**config.mk**
```make
export PLATFORM = sky130hd
export DESIGN_NAME = gpt_data_reg
export DESIGN_NICKNAME = d
export VERILOG_FILES = /design/src/rtl/gpt_data_reg.sv
export SDC_FILE = /design/constraint.sdc
export NUM_CORES = 1
export LEC_CHECK = 0
export BUFFER_PORTS_ARGS = -buffer_cell sky130_fd_sc_hd__buf_2
export CORE_UTILIZATION = 30
export DETAILED_ROUTE_END_ITERATION = 8
export PLACE_DENSITY_LB_ADDON = 0.2
export SETUP_SLACK_MARGIN = 0.02
export SLEW_MARGIN = 30
export SYNTH_ARGS = -nofsm -noshare
export SYNTH_HDL_FRONTEND = slang
export SYNTH_SLANG_ARGS = --single-unit
```
**constraint.sdc**
```tcl
create_clock -name clk -period 1.9 [get_ports clk]
set_input_delay 0.285 -clock clk [delete_from_list [all_inputs] [get_ports clk]]
set_output_delay 0.285 -clock clk [all_outputs]
set_load 0.01 [all_outputs]
```
**src/rtl/gpt_data_reg.sv**
```systemverilog
// gpt_data_reg: four-entry general-purpose operand register file.
//   One synchronous write port loaded from the data bus, two independent
//   combinational read ports feeding the ALU operands, and all four
//   registers exposed continuously for the I/O and observation paths.
//
// Ports:
//   clk        rising-edge clock
//   rst_n      synchronous active-low reset, clears Q0-Q3, wins over WE
//   D          write data
//   WE         write enable (active-high)
//   add        write address, 0..3 -> Q0..Q3
//   cha, chb   read addresses for ports A and B
//   Q0-Q3      register contents, straight from the flops
//   B0-B3      data outputs, identical copies of Q0-Q3 (no enable, no high-Z)
//   Da, Db     read port data, Q[cha] / Q[chb]
//
// Build option:
//   GPT_DATAREG_BYPASS_EN  when defined, a read port whose address matches
//                          an active write (rst_n=1, WE=1) returns D directly
//                          instead of the old register contents. Q/B outputs
//                          are never forwarded.
module gpt_data_reg #(
  parameter int WIDTH = 8
) (
  input  logic             clk,
  input  logic             rst_n,
  input  logic [WIDTH-1:0] D,
  input  logic             WE,
  input  logic [1:0]       add,
  input  logic [1:0]       cha,
  input  logic [1:0]       chb,
  output logic [WIDTH-1:0] Q0,
  output logic [WIDTH-1:0] Q1,
  output logic [WIDTH-1:0] Q2,
  output logic [WIDTH-1:0] Q3,
  output logic [WIDTH-1:0] B0,
  output logic [WIDTH-1:0] B1,
  output logic [WIDTH-1:0] B2,
  output logic [WIDTH-1:0] B3,
  output logic [WIDTH-1:0] Da,
  output logic [WIDTH-1:0] Db
);

  logic [WIDTH-1:0] regs [4];
  logic [WIDTH-1:0] mux_a;
  logic [WIDTH-1:0] mux_b;

  always_ff @(posedge clk) begin
    if (!rst_n) begin
      for (int unsigned i = 0; i < 4; i++) begin
        regs[i] <= '0;
      end
    end else if (WE) begin
      regs[add] <= D;
    end
  end

  assign Q0 = regs[0];
  assign Q1 = regs[1];
  assign Q2 = regs[2];
  assign Q3 = regs[3];

  assign B0 = regs[0];
  assign B1 = regs[1];
  assign B2 = regs[2];
  assign B3 = regs[3];

  always_comb begin
    mux_a = regs[cha];
    mux_b = regs[chb];
  end

`ifdef GPT_DATAREG_BYPASS_EN
  logic wr_active;
  assign wr_active = rst_n && WE;

  always_comb begin
    Da = mux_a;
    Db = mux_b;
    if (wr_active && (cha == add)) Da = D;
    if (wr_active && (chb == add)) Db = D;
  end
`else
  always_comb begin
    Da = mux_a;
    Db = mux_b;
  end
`endif

endmodule

```
==> summary.txt, run 1 <==
outcome: complete, no violations
delay of the slowest critical-path stage: 0.50 ns
post-synth cell types: 16
kind of critical path: reg2out
H-tree lvl count: 2
Post-Syn Area: 0.00187 mm^2
Sink Count: 32
Avg Inst Size Synth: 14.5 um^2
fin util: 0.380
worst hold path class: in2reg
port buffer count: 96
critical path, cell by cell: mux4_2 -> buf_2
Register Area: 961 um^2
CTS clk-pin slew, worst paths: 0.07 ns
pre-CTS WS: 0.294 ns
Slowest-stage cell, CP: mux4_2
setup tns final: 0 ns
share of the synthesized area in the top cell type: 0.513
Antenna Cells: 0
Worst Path Arrival: 1.36 ns
Resized cells post-CTS: 0
final hold vios: 0
DP HPWL: 3160 um
clock root cell: clkbuf_8
Fmax achieved: 0.607 GHz
CP startpoint kind: flip-flop
FP Rows: 28
synth-to-layout area growth: 21.4%
first-pass GRT wire length: 6290 um
CP Max Fanout: 4
met3 WL: 213 um
Final #Nets: 214
synthesized instance count: 129
Inst Count DP: 265
Finish-stage setup viols: 0
final-report max-slew violation count: 0
CTS Buf Count: 5
RSZ-0062 raised after global routing: no
wire length per cell: 16.0 um
DRT antenna net count: 0
pin count of the biggest net entering global routing: 16
Pleak: 1.02 nW
placed cell areas: 0.00220 mm^2
Worst slew margin: 0.707
DR top layer: met4
layout cells sized above 1: 0.616
RD Place Congestion: 0.673
Req. time, crit path: 1.62 ns
worst slew pin tran: 0.438 ns
Tmin final: 1.65 ns
Ys Warns: 0
non-filler cells in the finished layout: 273
register name with the most flops: regs
cell area power density: 774 mW/mm^2
Avg Vias per Cell: 4.55
starting density of the core: 0.313
Vias: 1242
Core Box Area: 0.00599 mm^2
I/O Pins: 97
CP endpoint kind: output port
Die Height: 81.0 um
CTS tree: yes
setup ws final: 0.253 ns
area leader, netlist: edfxtp_1
DRT iter0 DRCs: 70
max FFs per register: 32
post-route cell area: 0.00228 mm^2
met2 routed WL: 2350 um
die area: 0.00657 mm^2
die width: 81.0 um
M1 wire length: 1760 um
final wirelength: 4380 um
clk buf depth: 2
DRC Markers: 0
final global-route overflow total: 0
total power draw: 1.76 mW
Post-CTS Setup Inserts: 0
Area contributors post-synth: edfxtp_1 (51%), mux4_2 (19%), buf_4 (13%)
Detailed Routing Iterations Pass 1: 4
Syn Nets: 146
max cap viols: 0
Final period util: 0.867
VDD IR max: 0.000283 V
Yosys reg bits: 32
GRT Total Usage: 0.137
biggest regs: regs (32)
area of the multi-input gates: 634 um^2
Hold Slack: 0.315 ns
post-synthesis sequential area ratio: 0.513
fill count: 596
initial antenna violation count: 0
number of global-route vias before repair: 1117
# hold bufs at CTS: 0
[logic make-up (layout without fill, tap and decap cells)]
group                  Yosys count  count (layout)  synth area share
and+or+nand+nor                 40              40             0.137
muxes                           16              16             0.192
DFF                             32              32             0.513
AOI/OAI and AO/OA                2               2           0.00667
buffers and inverters           39             108             0.152
[Yosys cell counts]
cell and number:
buf_4 32, edfxtp_1 32, and2_1 24, mux4_2 16, and3_1 8, nand2_1 3
and4b_1 2, buf_6 2, clkbuf_1 2, clkbuf_2 2, and4bb_2 1, inv_1 1
nand3_1 1, nand3b_1 1, o21ai_0 1, o31ai_1 1
[layout by cell type, fill, tap and decap left out]
| master | count |
|---|---|
| clkinv_1 | 1 |
| nand3b_1 | 1 |
| and4b_1 | 2 |
| nand2_1 | 3 |
| nand3_1 | 1 |
| buf_2 | 96 |
| clkbuf_8 | 5 |
| clkbuf_1 | 2 |
| o31ai_2 | 1 |
| edfxtp_1 | 32 |
| inv_1 | 1 |
| and3_1 | 8 |
| and2_1 | 24 |
| o21ai_1 | 1 |
| mux4_2 | 16 |
| buf_4 | 3 |
| and4bb_2 | 1 |
[metal layers]
| metal | GRT usage | vias up |
|---|---|---|
| met4 | 0.0482 | 0 |
| met3 | 0.0270 | 5 |
| li1 | - | 583 |
| met5 | 0 | - |
| met1 | 0.167 | 606 |
| met2 | 0.239 | 48 |
[worst paths after layout]
path	cells past startpoint	to	slack, ns	from
worst max-delay path	2	Db[0]	0.25	regs[3][0]$_DFFE_PP_
worst min-delay path	2	regs[0][7]$_SDFFCE_PN0P_	0.32	D[7]
[critical path: cells and delay by family (launching register included)]
family,cells,cell delay (ns)
multiplexers,1,0.50
flip-flops,1,0.44
buffers and inverters,1,0.15
[layout make-up]
| class | count | area share |
|---|---|---|
| Timing Repair Buffer | 99 | 0.221 |
| Clock buffer | 7 | 0.0335 |
| Sequential cell | 32 | 0.422 |
| Inverter | 1 | 0.00165 |
| Multi-Input combinational cell | 58 | 0.279 |
| Tap cell | 75 | 0.0412 |
| Clock inverter | 1 | 0.00165 |
[power breakdown]
part,internal [mW],switching (mW)
combinational,0.188,0.202
clock,0.254,0.231
sequential,0.838,0.0485
total,1.28,0.482
(Power assumes the default switching activity.)
==> run 2, diff against run 1 <==
- CELL_PAD_IN_SITES_DETAIL_PLACEMENT: default -> 1
- CELL_PAD_IN_SITES_GLOBAL_PLACEMENT: default -> 2
- CORE_ASPECT_RATIO: default -> 1.4
- CORE_MARGIN: default -> 8
- CORE_UTILIZATION: 30 -> 28
==> run 2 against run 1 <==
Compared with the run above:
- clock power hardly changed
- setup slack worse by 0.018 ns
- via count is 1.7% higher
- total power is 0.91% higher
- count of clock-buffer cells in the layout is 2 lower
- combinational power is 5% higher
- utilization is 3.1 points lower
- critical path depth stayed put
- largest cell class unchanged
==> summary.txt, run 2 (synthesis results as in run 1) <==
Pleak: 1.02 nW (about the same)
Worst slew margin: 0.661 (was 0.707)
Resized cells post-CTS: 0 (unchanged)
final global-route overflow total: 0 (unchanged)
clock network power share: 0.272 (was 0.276)
layout cells sized above 1: 0.626 (was 0.616)
pre-CTS WS: 0.306 ns (was 0.294 ns)
setup ws final: 0.235 ns (was 0.253 ns)
Die Height: 113 um (was 81.0 um)
I/O Pins: 97 (unchanged)
register name with the most flops: regs (unchanged)
CTS clk-pin slew, worst paths: 0.07 ns (about the same)
Vias: 1263 (was 1242)
RD Place Congestion: 0.704 (was 0.673)
max FFs per register: 32 (unchanged)
FP Rows: 35 (was 28)
clock root cell: clkbuf_8 (unchanged)
pin count of the biggest net entering global routing: 16 (unchanged)
Antenna Cells: 0 (unchanged)
met2 routed WL: 3240 um (was 2350 um)
clk buf depth: 2 (unchanged)
area of the multi-input gates: 634 um^2 (unchanged)
Sink Count: 32 (unchanged)
first-pass GRT wire length: 8570 um (was 6290 um)
CTS Buf Count: 5 (unchanged)
CTS tree: yes (unchanged)
placed cell areas: 0.00219 mm^2 (was 0.00220 mm^2)
worst hold path class: in2reg (unchanged)
Slowest-stage cell, CP: mux4_2 (unchanged)
Switching Fraction: 0.283 (was 0.273)
sequential share of power: 0.498 (was 0.503)
final hold vios: 0 (unchanged)
Worst Path Buf+Inv: 1 (unchanged)
delay of the slowest critical-path stage: 0.49 ns (was 0.50 ns)
Core Box Area: 0.00653 mm^2 (was 0.00599 mm^2)
Worst Path Arrival: 1.38 ns (was 1.36 ns)
Register Area: 961 um^2 (unchanged)
DR top layer: met4 (unchanged)
H-tree lvl count: 2 (unchanged)
Tmin final: 1.66 ns (was 1.65 ns)
port buffer count: 96 (unchanged)
total power draw: 1.78 mW (was 1.76 mW)
die area: 0.00960 mm^2 (was 0.00657 mm^2)
wire length per cell: 20.4 um (was 16.0 um)
cell area power density: 781 mW/mm^2 (was 774 mW/mm^2)
DRC Markers: 0 (unchanged)
outcome: complete, no violations (unchanged)
CP startpoint kind: flip-flop (unchanged)
die width: 85.1 um (was 81.0 um)
fill count: 729 (was 596)
Hold Slack: 0.320 ns (was 0.315 ns)
Finish-stage setup viols: 0 (unchanged)
GRT Total Usage: 0.117 (was 0.137)
starting density of the core: 0.287 (was 0.313)
Avg Vias per Cell: 4.64 (was 4.55)
worst slew pin tran: 0.507 ns (was 0.438 ns)
# hold bufs at CTS: 0 (unchanged)
final-report max-slew violation count: 0 (unchanged)
final wirelength: 5560 um (was 4380 um)
Post-CTS Setup Inserts: 0 (unchanged)
Final period util: 0.876 (was 0.867)
biggest regs: regs (32) (unchanged)
commonest non-fill, non-tap cell in the layout: buf_2 (unchanged)
M1 wire length: 1930 um (was 1760 um)
kind of critical path: reg2out (unchanged)
setup tns final: 0 ns (unchanged)
Int Pwr: 1.27 mW (was 1.28 mW)
Logic pwr share: 0.230 (was 0.221)
VDD IR max: 0.000376 V (was 0.000283 V)
met3 WL: 344 um (was 213 um)
most frequent cells in the layout: buf_2 (96), edfxtp_1 (32), and2_1 (24) (unchanged)
Fmax achieved: 0.601 GHz (was 0.607 GHz)
initial antenna violation count: 0 (unchanged)
number of global-route vias before repair: 1448 (was 1117)
critical path, cell by cell: mux4_2 -> buf_2 (unchanged)
DRT iter0 DRCs: 45 (was 70)
Req. time, crit path: 1.62 ns (about the same)
Switch Pwr: 0.503 mW (was 0.482 mW)
synth-to-layout area growth: 21.5% (was 21.4%)
Crit path max-delay family: multiplexers (unchanged)
CP endpoint kind: output port (unchanged)
DRT antenna net count: 0 (unchanged)
Final #Nets: 214 (unchanged)
post-route cell area: 0.00228 mm^2 (about the same)
CP Max Fanout: 4 (unchanged)
max cap viols: 0 (unchanged)
Detailed Routing Iterations Pass 1: 4 (unchanged)
RSZ-0062 raised after global routing: no (unchanged)
run 2: area by class of cell:
class,count,area share
clock buffers,5,0.0302
clock inverters,3,0.00604
inverters,1,0.00165
multi-input cells,58,0.279
flip-flops and latches,32,0.422
well taps,74,0.0407
repair buffers,99,0.221
run 2: path summary, 6_finish.rpt:
kind	start	end	slack (ns)	depth (start not counted)
max	regs[2][6]$_SDFFCE_PN0P_	Db[6]	0.24	2
min	D[7]	regs[0][7]$_SDFFCE_PN0P_	0.32	2
run 2: power groups by stage:
stage	logic (mW)	clock network, mW	registers (mW)
5_1_grt	0.443	0.527	0.898
3_5_place_dp	0.422	0	0.903
6_report	0.409	0.484	0.885
3_3_place_gp	0.417	0	0.897
2_1_floorplan	0.250	0	0.920
4_1_cts	0.422	0.506	0.888
run 2: stage by stage:
stage | cells | util
floorplan | 129 | -
global placement | 264 | 0.336
detailed placement | 264 | 0.336
CTS | 272 | 0.349
global route | 272 | 0.349
finish | 272 | 0.349
run 2: layer usage:
metal | GRT usage | up-vias
met2 | 0.229 | 45
met1 | 0.111 | 631
met5 | 0 | -
met3 | 0.0370 | 4
li1 | - | 583
met4 | 0.0358 | 0
==> run 3, diff against run 2 <==
- CORE_UTILIZATION: 28 -> 29
- CTS_BUF_LIST: default -> sky130_fd_sc_hd__clkbuf_4 sky130_fd_sc_hd__clkbuf_8
==> run 3 against run 2 <==
Compared with the run above:
- cell area down 0.71%
- clock power down 4.5%
- die area down 2.9%
- critical endpoint is now Da[1]
- utilization up 1.3 points
- count of clock-buffer cells in the layout unchanged
- non-clock buffer count down 1
==> summary.txt, run 3 (synthesis results as in run 1) <==
Crit path max-delay family: multiplexers (unchanged)
final global-route overflow total: 0 (unchanged)
Worst Path Buf+Inv: 1 (unchanged)
port buffer count: 96 (unchanged)
most frequent cells in the layout: buf_2 (96), edfxtp_1 (32), and2_1 (24) (unchanged)
worst hold path class: in2reg (unchanged)
clk buf depth: 2 (unchanged)
first-pass GRT wire length: 8140 um (was 8570 um)
GRT Total Usage: 0.112 (was 0.117)
commonest non-fill, non-tap cell in the layout: buf_2 (unchanged)
WHS Path Cells: 2 (unchanged)
CTS tree: yes (unchanged)
cell area power density: 774 mW/mm^2 (was 781 mW/mm^2)
Hold Slack: 0.317 ns (was 0.320 ns)
die width: 83.9 um (was 85.1 um)
number of global-route vias before repair: 1405 (was 1448)
outcome: complete, no violations (unchanged)
pin count of the biggest net entering global routing: 16 (unchanged)
DRT iter0 DRCs: 43 (was 45)
max FFs per register: 32 (unchanged)
non-filler cells in the finished layout: 268 (was 272)
kind of critical path: reg2out (unchanged)
Inst Count DP: 261 (was 264)
Avg Vias per Cell: 4.70 (was 4.64)
Fmax achieved: 0.614 GHz (was 0.601 GHz)
critical path, cell by cell: mux4_2 -> buf_2 (unchanged)
Final period util: 0.857 (was 0.876)
die area: 0.00933 mm^2 (was 0.00960 mm^2)
final hold vios: 0 (unchanged)
I/O Pins: 97 (unchanged)
DRT antenna net count: 0 (unchanged)
clock root cell: clkbuf_8 (unchanged)
Detailed Routing Iterations Pass 1: 4 (unchanged)
Die Height: 111 um (was 113 um)
wire length per cell: 20.0 um (was 20.4 um)
worst slew pin tran: 0.466 ns (was 0.507 ns)
CP endpoint kind: output port (unchanged)
setup tns final: 0 ns (unchanged)
Antenna Cells: 0 (unchanged)
starting density of the core: 0.300 (was 0.287)
max cap viols: 0 (unchanged)
DRC Markers: 0 (unchanged)
Worst Path Arrival: 1.34 ns (was 1.38 ns)
# hold bufs at CTS: 0 (unchanged)
Tmin final: 1.63 ns (was 1.66 ns)
Finish-stage setup viols: 0 (unchanged)
register name with the most flops: regs (unchanged)
CP startpoint kind: flip-flop (unchanged)
fill count: 704 (was 729)
CTS Buf Count: 5 (unchanged)
Levels on crit path: 2 (unchanged)
Final #Nets: 213 (was 214)
synth-to-layout area growth: 20.6% (was 21.5%)
final wirelength: 5360 um (was 5560 um)
Resized cells post-CTS: 0 (unchanged)
biggest regs: regs (32) (unchanged)
Worst slew margin: 0.688 (was 0.661)
area of the multi-input gates: 634 um^2 (unchanged)
fin util: 0.362 (was 0.349)
CTS clk-pin slew, worst paths: 0.06 ns (was 0.07 ns)
CP Max Fanout: 4 (unchanged)
initial antenna violation count: 0 (unchanged)
RSZ-0062 raised after global routing: no (unchanged)
delay of the slowest critical-path stage: 0.48 ns (was 0.49 ns)
layout cells sized above 1: 0.617 (was 0.626)
Post-CTS Setup Inserts: 0 (unchanged)
hold_sp: D[2] (was D[7])
Vias: 1260 (was 1263)
RD Place Congestion: 0.677 (was 0.704)
Sink Count: 32 (unchanged)
Register Area: 961 um^2 (unchanged)
VDD IR max: 0.000273 V (was 0.000376 V)
Pleak: 1.01 nW (was 1.02 nW)
total power draw: 1.75 mW (was 1.78 mW)
H-tree lvl count: 2 (unchanged)
Req. time, crit path: 1.62 ns (about the same)
Core Box Area: 0.00625 mm^2 (was 0.00653 mm^2)
Setup crit start: regs[3][1]$_DFFE_PP_ (was regs[2][6]$_SDFFCE_PN0P_)
Slowest-stage cell, CP: mux4_2 (unchanged)
final-report max-slew violation count: 0 (unchanged)
FP Rows: 34 (was 35)
## run 3: power breakdown
group          leakage (nW)  internal, mW  switching, mW
logic                 0.658         0.187          0.215
registers             0.315         0.838         0.0471
clock network        0.0391         0.241          0.221
total                  1.01          1.27          0.482
## run 3: stage by stage
step | instance area [um^2] | setup WS (ns)
after global routing | 2260 | 0.221
final | 2260 | 0.273
after floorplan | 1870 | 0.473
after detailed placement | 2180 | 0.318
after CTS | 2260 | 0.244
after global placement | 2180 | 0.337
## run 3: final timing paths
check | end | slack [ns]
worst max-delay path | Da[1] | 0.27
worst min-delay path | regs[2][2]$_SDFFCE_PN0P_ | 0.32
## run 3: layout make-up
type / instances / share of cell area
flip-flops and latches: 32 / 0.425
multi-input cells: 58 / 0.281
repair buffers: 98 / 0.219
well taps: 72 / 0.0398
clock buffers: 5 / 0.0304
clock inverters: 2 / 0.00332
inverters: 1 / 0.00166
## run 3: layer usage
| layer | track usage | wire [um] | part of all wire | vias up |
|---|---|---|---|---|
| li1 | - | - | - | 579 |
| met1 | 0.0981 | 1720 | 0.32 | 630 |
| met2 | 0.223 | 3230 | 0.60 | 47 |
| met3 | 0.0397 | 348 | 0.065 | 4 |
| met4 | 0.0382 | 64 | 0.012 | 0 |
| met5 | 0 | 0 | 0 | - |
